--- src/rtl/trig_stream_sink.sv ---
// Receive end of the L1 trigger stream. Decodes trigger/heartbeat words, queues triggers
// for the event builder, keeps saturating per-beam counters and watches for a silent link.
module trig_stream_sink #(
  parameter int NBEAMS     = 2,
  parameter int HB_TIMEOUT = 1024
) (
  input  logic              ifclk,
  input  logic              ifclk_rstn,
  input  logic [31:0]       s_trig_tdata,
  input  logic              s_trig_tvalid,
  output logic              s_trig_tready,
  output logic              evt_valid_o,
  input  logic              evt_ready_i,
  output logic [14:0]       evt_time_o,
  output logic [NBEAMS-1:0] evt_mask_o,
  output logic [14:0]       last_hb_o,
  input  logic [3:0]        cnt_sel_i,
  output logic [31:0]       cnt_o,
  input  logic              cnt_clr_i,
  output logic              stall_o
);

  localparam int DEPTH  = 4;
  localparam int IDLE_W = $clog2(HB_TIMEOUT + 1);

  typedef struct packed {
    logic [14:0]       ts;
    logic [NBEAMS-1:0] mask;
  } evt_t;

  logic                    is_trig;
  logic [14:0]             word_ts;
  logic [NBEAMS-1:0]       word_mask;
  logic [15:0]             unused_mask_bits;
  logic                    accept;
  logic                    push;
  logic                    pop;
  evt_t                    mem [DEPTH];
  logic [1:0]              wr_ptr;
  logic [1:0]              rd_ptr;
  logic [2:0]              count;
  logic [NBEAMS-1:0][31:0] cnt_q;
  logic [31:0]             cnt_sel_val;
  logic [IDLE_W-1:0]       idle_q;

  assign is_trig          = s_trig_tdata[31];
  assign word_ts          = s_trig_tdata[30:16];
  assign word_mask        = s_trig_tdata[NBEAMS-1:0];
  // Mask bits above NBEAMS are don't-care on the wire.
  assign unused_mask_bits = s_trig_tdata[15:0];

  // Ready depends on occupancy alone, so heartbeats also wait while the queue is full.
  assign s_trig_tready = (count != 3'(DEPTH));
  assign accept        = s_trig_tvalid && s_trig_tready;
  assign push          = accept && is_trig && (word_mask != '0);
  assign evt_valid_o   = (count != 3'd0);
  assign pop           = evt_valid_o && evt_ready_i;
  assign evt_time_o    = mem[rd_ptr].ts;
  assign evt_mask_o    = mem[rd_ptr].mask;

  // NOTE: the storage array is reset so the head reads 0 after reset and nothing
  // from before a mid-stream reset can ever reappear at the outputs.
  always_ff @(posedge ifclk) begin
    if (!ifclk_rstn) begin
      wr_ptr <= '0;
      rd_ptr <= '0;
      count  <= '0;
      for (int i = 0; i < DEPTH; i++) mem[i] <= '0;
    end else begin
      if (push) begin
        mem[wr_ptr] <= '{ts: word_ts, mask: word_mask};
        wr_ptr      <= wr_ptr + 2'd1;
      end
      if (pop) rd_ptr <= rd_ptr + 2'd1;
      count <= count + 3'(push) - 3'(pop);
    end
  end

  // NOTE: sequential state is written only with non-blocking assignments so every
  // flop samples pre-edge values regardless of block ordering.
  always_ff @(posedge ifclk) begin
    if (!ifclk_rstn || cnt_clr_i) begin
      cnt_q <= '0;
    end else if (push) begin
      for (int b = 0; b < NBEAMS; b++) begin
        if (word_mask[b] && (cnt_q[b] != 32'hFFFF_FFFF)) cnt_q[b] <= cnt_q[b] + 32'd1;
      end
    end
  end

  // NOTE: default assignment first keeps this mux free of inferred latches.
  always_comb begin
    cnt_sel_val = '0;
    for (int b = 0; b < NBEAMS; b++) begin
      if (cnt_sel_i == 4'(b)) cnt_sel_val = cnt_q[b];
    end
  end

  always_ff @(posedge ifclk) begin
    if (!ifclk_rstn) begin
      cnt_o     <= '0;
      last_hb_o <= '0;
      idle_q    <= '0;
    end else begin
      cnt_o <= cnt_sel_val;
      if (accept && !is_trig) last_hb_o <= word_ts;
      if (accept) idle_q <= '0;
      else if (idle_q != IDLE_W'(HB_TIMEOUT)) idle_q <= idle_q + IDLE_W'(1);
    end
  end

  assign stall_o = (idle_q == IDLE_W'(HB_TIMEOUT));

endmodule

--- config.mk ---
export PLATFORM = sky130hd
export DESIGN_NAME = trig_stream_sink
export DESIGN_NICKNAME = d
export VERILOG_FILES = /design/src/rtl/trig_stream_sink.sv
export SDC_FILE = /design/constraint.sdc
export NUM_CORES = 1
export LEC_CHECK = 0
export CAP_MARGIN = 20
export CORE_MARGIN = 3
export CORE_UTILIZATION = 55
export DETAILED_ROUTE_END_ITERATION = 8
export PLACE_DENSITY = 0.85
export REMOVE_ABC_BUFFERS = 1
export SYNTH_ARGS = -nofsm -noshare
export SYNTH_HDL_FRONTEND = slang
export SYNTH_SLANG_ARGS = --single-unit
--- constraint.sdc ---
create_clock -name ifclk -period 3.1 [get_ports ifclk]
set_clock_uncertainty 0.15 [all_clocks]
set_input_delay 0.62 -clock ifclk [delete_from_list [all_inputs] [get_ports ifclk]]
set_output_delay 0.62 -clock ifclk [all_outputs]
set_load 0.05 [all_outputs]
[Word level (Yosys, flattened, before mapping)]
Memories as Yosys holds them, arrays and structs flattened. A register that Yosys moved wholly into a read port is not among the register bits.
Cells that the tools add are included.
W data, S select, Z words.
Word-level totals
  bits of input ports: 41
  memory bits (writable): 68
  memories kept: 1
  flip-flop bits (word level): 129
  output and inout port bits: 67
  logic and storage cells: 51
Operators by class
  add/sub/neg operators: 7
  reductions and logical operators: 17
  equal/unequal tests: 6
  muxes and demuxes: 11
  bitwise logic cells: 1
Memories
  mem: words 4, bits a word 17, read ports 1, clocked after Yosys merged registers in 1, wr ports 4, RTL line 38  | evt_t mem [DEPTH];
Operators by type and width (number)
  $add A32 B1 Y32 const B: 2
  $mux W32: 2
  $ne A32 B32 Y1 const B: 2
  $mux W17: 1
  $reduce_or A17 Y1: 1
  $add A11 B1 Y11 const B: 1
  $eq A11 B11 Y1 const B: 1
  $ne A11 B11 Y1 const B: 1
  $logic_and A1 B1 Y1: 7
  $mux W2: 3
  $mux W1: 5
  $add A2 B1 Y2 const B: 2
  $eq A4 B1 Y1 const B: 1
  $logic_not A4 Y1: 1
  $reduce_and A2 Y1: 2
  $add A3 B1 Y3: 1
  $ne A3 B3 Y1 const B: 1
  $reduce_bool A3 Y1: 1
  $sub A3 B1 Y3: 1
  $logic_not A1 Y1: 2
  $reduce_bool A2 Y1: 1
  $reduce_or A2 Y1: 1
  $logic_or A1 B1 Y1: 1
  $not A1 Y1: 1

[Depth between registers and ports, before layout]
  word-level depth: 9
  gate-level depth with buffers: 10
  depth with buffers taken out: 10

[Worst setup path after synthesis]
Ideal clock, no wire load.
  kind: register -> register
  from: register count[1]
  to: memory mem[1][0] (netlist bit), enable pin
  data arrival time: 2302 ps
  setup slack: 234 ps
  period minus slack after synthesis: 2866 ps
  stages on the path, launching flop included: 6
  data required time: 2535 ps
  buffers on the path: 1
  library setup time: 415 ps
  cell sequence: dfxtp_1 > or3b_1 > buf_4 > o2111a_2 > inv_1 > o21ai_0
RTL lines
  start: declaration: RTL line 41  | logic [2:0] count;
  start signal: assignment: RTL line 75  | count <= count + 3'(push) - 3'(pop);
  end: declaration: RTL line 38

[Worst setup path in the final report]
  from: register idle_q[2]
  to: output port stall_o
On the way
  cells in the longest elaborated chain, start to end: 1
Ends and longest elaborated chain
  start: declaration: RTL line 44  | logic [IDLE_W-1:0] idle_q;
  start signal: assignment: RTL line 108  | else if (idle_q != IDLE_W'(HB_TIMEOUT)) idle_q <= idle_q + IDLE_W'(1);
  $eq A11 B11 Y1: RTL line 112  | assign stall_o = (idle_q == IDLE_W'(HB_TIMEOUT));
  end: declaration: RTL line 20  | output logic stall_o
Every way passes these cells.

==> results.md <==
- Worst setup EP type: output pin
- # clock sinks: 199
- DRT iter0 DRCs: 666
- Max IR drop VDD: ~0.42 mV
- Worst hold start: last_hb_o[12]
- Worst-path clk slew: 0.07 ns
- Total Power: around 6.3 mW
- Worst path required time: 2.33 ns
- Path depth of the worst reg2reg path: 7
- Post-cts hold buffer count: 0
- Met2 usage: 40.90%
- Final net count: between 1000 and 1500
- Number of global-route vias before repair: slightly below 7000
- Gr usage total: 23.65%
- Pwr/cell area: approximately 590 nW/µm²
- DIE WIDTH: 133.8 µm
- Unique masters post-synth: 63
- Max-slew headroom: approximately 48%
- GRT overflow: 0
- Outcome: finished clean
- Synth area leader: dfxtp_1
- Clk buf depth: 2
- Worst Max-Slew Pin Slew: 0.7805 ns
- DRC viols: 0
- Placed Instances: 1160
- Most common cell in the netlist: dfxtp_1
- Final ANT Viol Nets: 0
- Top_reg_cell synth: dfxtp_1
- Mapped Area: 8985 µm²
- Final core occ: 67.02%
- Die height: 133.8 µm
- Synth warn: 0
- Kind of critical path: register to output pin
- Static leakage: 3.717 nW
- Max-slew violations: 0
- IO Count: 108
- Synth top area share: 29.19%
- Post-synthesis sequential area ratio: 51.91%
- GR Util met3: 4.876%
- Largest cells by area after synthesis: dfxtp_1 (29%), edfxtp_1 (23%), mux4_2 (4.3%)
- H-tree levels: 4
- Rows: 46
- # Post-CTS Setup Buffers: 0
- Final-report hold violation count: 0
- Final Instance Count excl. Fillers: about 1200
- CTS root buf: clkbuf_16
- Setup WS post-layout: 0.1977 ns
- CTS tree: built
- Initial antenna violation count: 0
- Hold WC Path Type: register to register
- Largest net degree at the start of global routing: 35
- Worst slack, placed: 0.2713 ns
- Worst Path Max Fanout: 4
- DPL Wire Length: approximately 14000 µm
- WL per Instance: 17.49 µm
- Vias: 7078
- Syn Inst Count: 874
- Worst skew pair latency: 0.44 ns
- #FFs+latches synth: between 150 and 200
- Max Fclk: 344.6 MHz
- Flop2flop setup slack: 0.46 ns
- First-pass GRT wire length: 34060 µm
- Synthesized area per cell: between 10 and 15 µm²
- R2r endpoint: cnt_q[2]
- Critical Path Start: idle_q[2]
- Final WL: 20850 µm
- Fin crit share: 93.62%
- Area Growth Syn to Fin: 18.92%
- Total die area: 17910 µm²
- # fillers: 1205
- WP data arrival: 2.13 ns
- Vias per cell: 5.938
- Final min period: between 2 and 3 ns
- MaxCap Viol Count: 0
- Number of synthesized flops with an enable pin: a little under 70
- RSZ-0062 raised after global routing: no
- RePlAce Congestion: 0.8542
- CTS Buf Count: 17
- First-pass iteration count of the detailed router: 5
- Most used routing layer: met2
- PostCTS Resize Cnt: 0
- Diode count: 0
- Hold EP: last_hb_o[12]
- Met1 GRT Util: 30.10%
- Core area: 15940 µm²
- IO buf count: 93
- Share of cells above drive strength 1: 12.30%
- CP startpoint kind: register
- Final setup viols: 0
- Starting Density: 56.36%
- Post-synth ARST share: 0%
- R2r startpoint: cnt_q[0]
- Commonest cells in the netlist: dfxtp_1 (131), nand2_1 (93), edfxtp_1 (68)
- WHS Path Cells: 2
[cells by family after synthesis]
family,Yosys count,synth area share [%]
and+or+nand+nor,386,24.27
DFF,199,51.91
AOI/OAI and AO/OA,166,12.14
buffers and inverters,79,4.345
muxes,20,4.609
xor gates and xnor gates,17,1.657
adders and majority gates,7,1.058
[worst max-delay path, stage by stage, from the launching register on]
cell and delay (ns):
dfxtp_1 0.34, nor4b_1 0.31, nand4b_1 0.17, inv_1 0.08, clkdlybuf4s50_1 0.80
[per-layer routing]
metal	share of wire [%]	vias to the layer above
met5	0	-
met3	6.7	35
li1	-	3375
met4	2.0	0
met2	50	261
met1	41	3407
[flip-flops by register name (all words and copies together), names as in the netlist, named ones only]
signal	count
last_hb_o	15
rd_ptr	2
mem	68
count	3
idle_q	11
cnt_o	32
cnt_q	64
wr_ptr	2
[how the worst max path moves through the flow]
stage                           to  slack (ns)  depth (start not counted)
after global placement    count[2]        0.33                         10
after global routing       stall_o        0.04                          4
after detailed placement  count[2]        0.27                         10
final                      stall_o        0.20                          4
after floorplan           cnt_o[0]       -0.80                          3
after CTS                  stall_o        0.17                          4
[cells in the final DEF, fill, tap and decap left out, types with 3 or more instances in the layout]
cell type        netlist  layout
dfxtp_1              131     131
clkbuf_16              0      17
nor4_2                 2       3
xnor2_1                9       9
inv_1                 29      29
and2_1                32      32
inv_6                  0       5
buf_4                  3      43
nor2b_1               34      34
nand2_1               93      93
a22oi_1               32      32
a21boi_0              15      15
edfxtp_1              68      68
nor2_1                60      60
o21ai_1               20      22
mux4_2                17      17
or4_1                 27      27
nor4_1                 5       4
and4_1                 9       9
nand2b_1               6       5
or3_1                 30      30
nand4_1               23      23
a21oi_1               49      49
clkdlybuf4s50_1        0      75
bufinv_16              0       3
xor2_1                 8       8
and3_1                14      14
o31ai_1               18      18
ha_1                   6       6
nand3_1               30      30
o21ai_0               11       9
o211ai_1               7       7
[final cells by class]
type	count	area [µm²]	share of cell area (%)
repair buffers	120	1099	10.28
flip-flops and latches	199	4664	43.65
multi-input cells	596	3945	36.92
clock buffers	17	425.4	3.981
inverters	29	108.9	1.019
clock inverters	15	172.7	1.616
well taps	216	270.3	2.529
[per-stage QoR]
stage / hold slack [ns] / setup TNS [ns] / cell area (µm²)
2_1_floorplan: 0.3051 / -26.16 / 8703
3_3_place_gp: 0.2988 / 0 / 10090
3_5_place_dp: 0.3085 / 0 / 10090
4_1_cts: 0.3186 / 0 / 10690
5_1_grt: 0.3423 / 0 / 10690
6_report: 0.3156 / 0 / 10690
[report_power, final]
| group | internal, mW | total (mW) | switching (mW) | leakage [nW] |
|---|---|---|---|---|
| sequential | 2.80 | 2.85 | 0.0519 | 1.76 |
| clock | 1.27 | 2.26 | 0.984 | 0.284 |
| combinational | 0.450 | 1.22 | 0.765 | 1.67 |
Power figures use the tool's default switching activity.
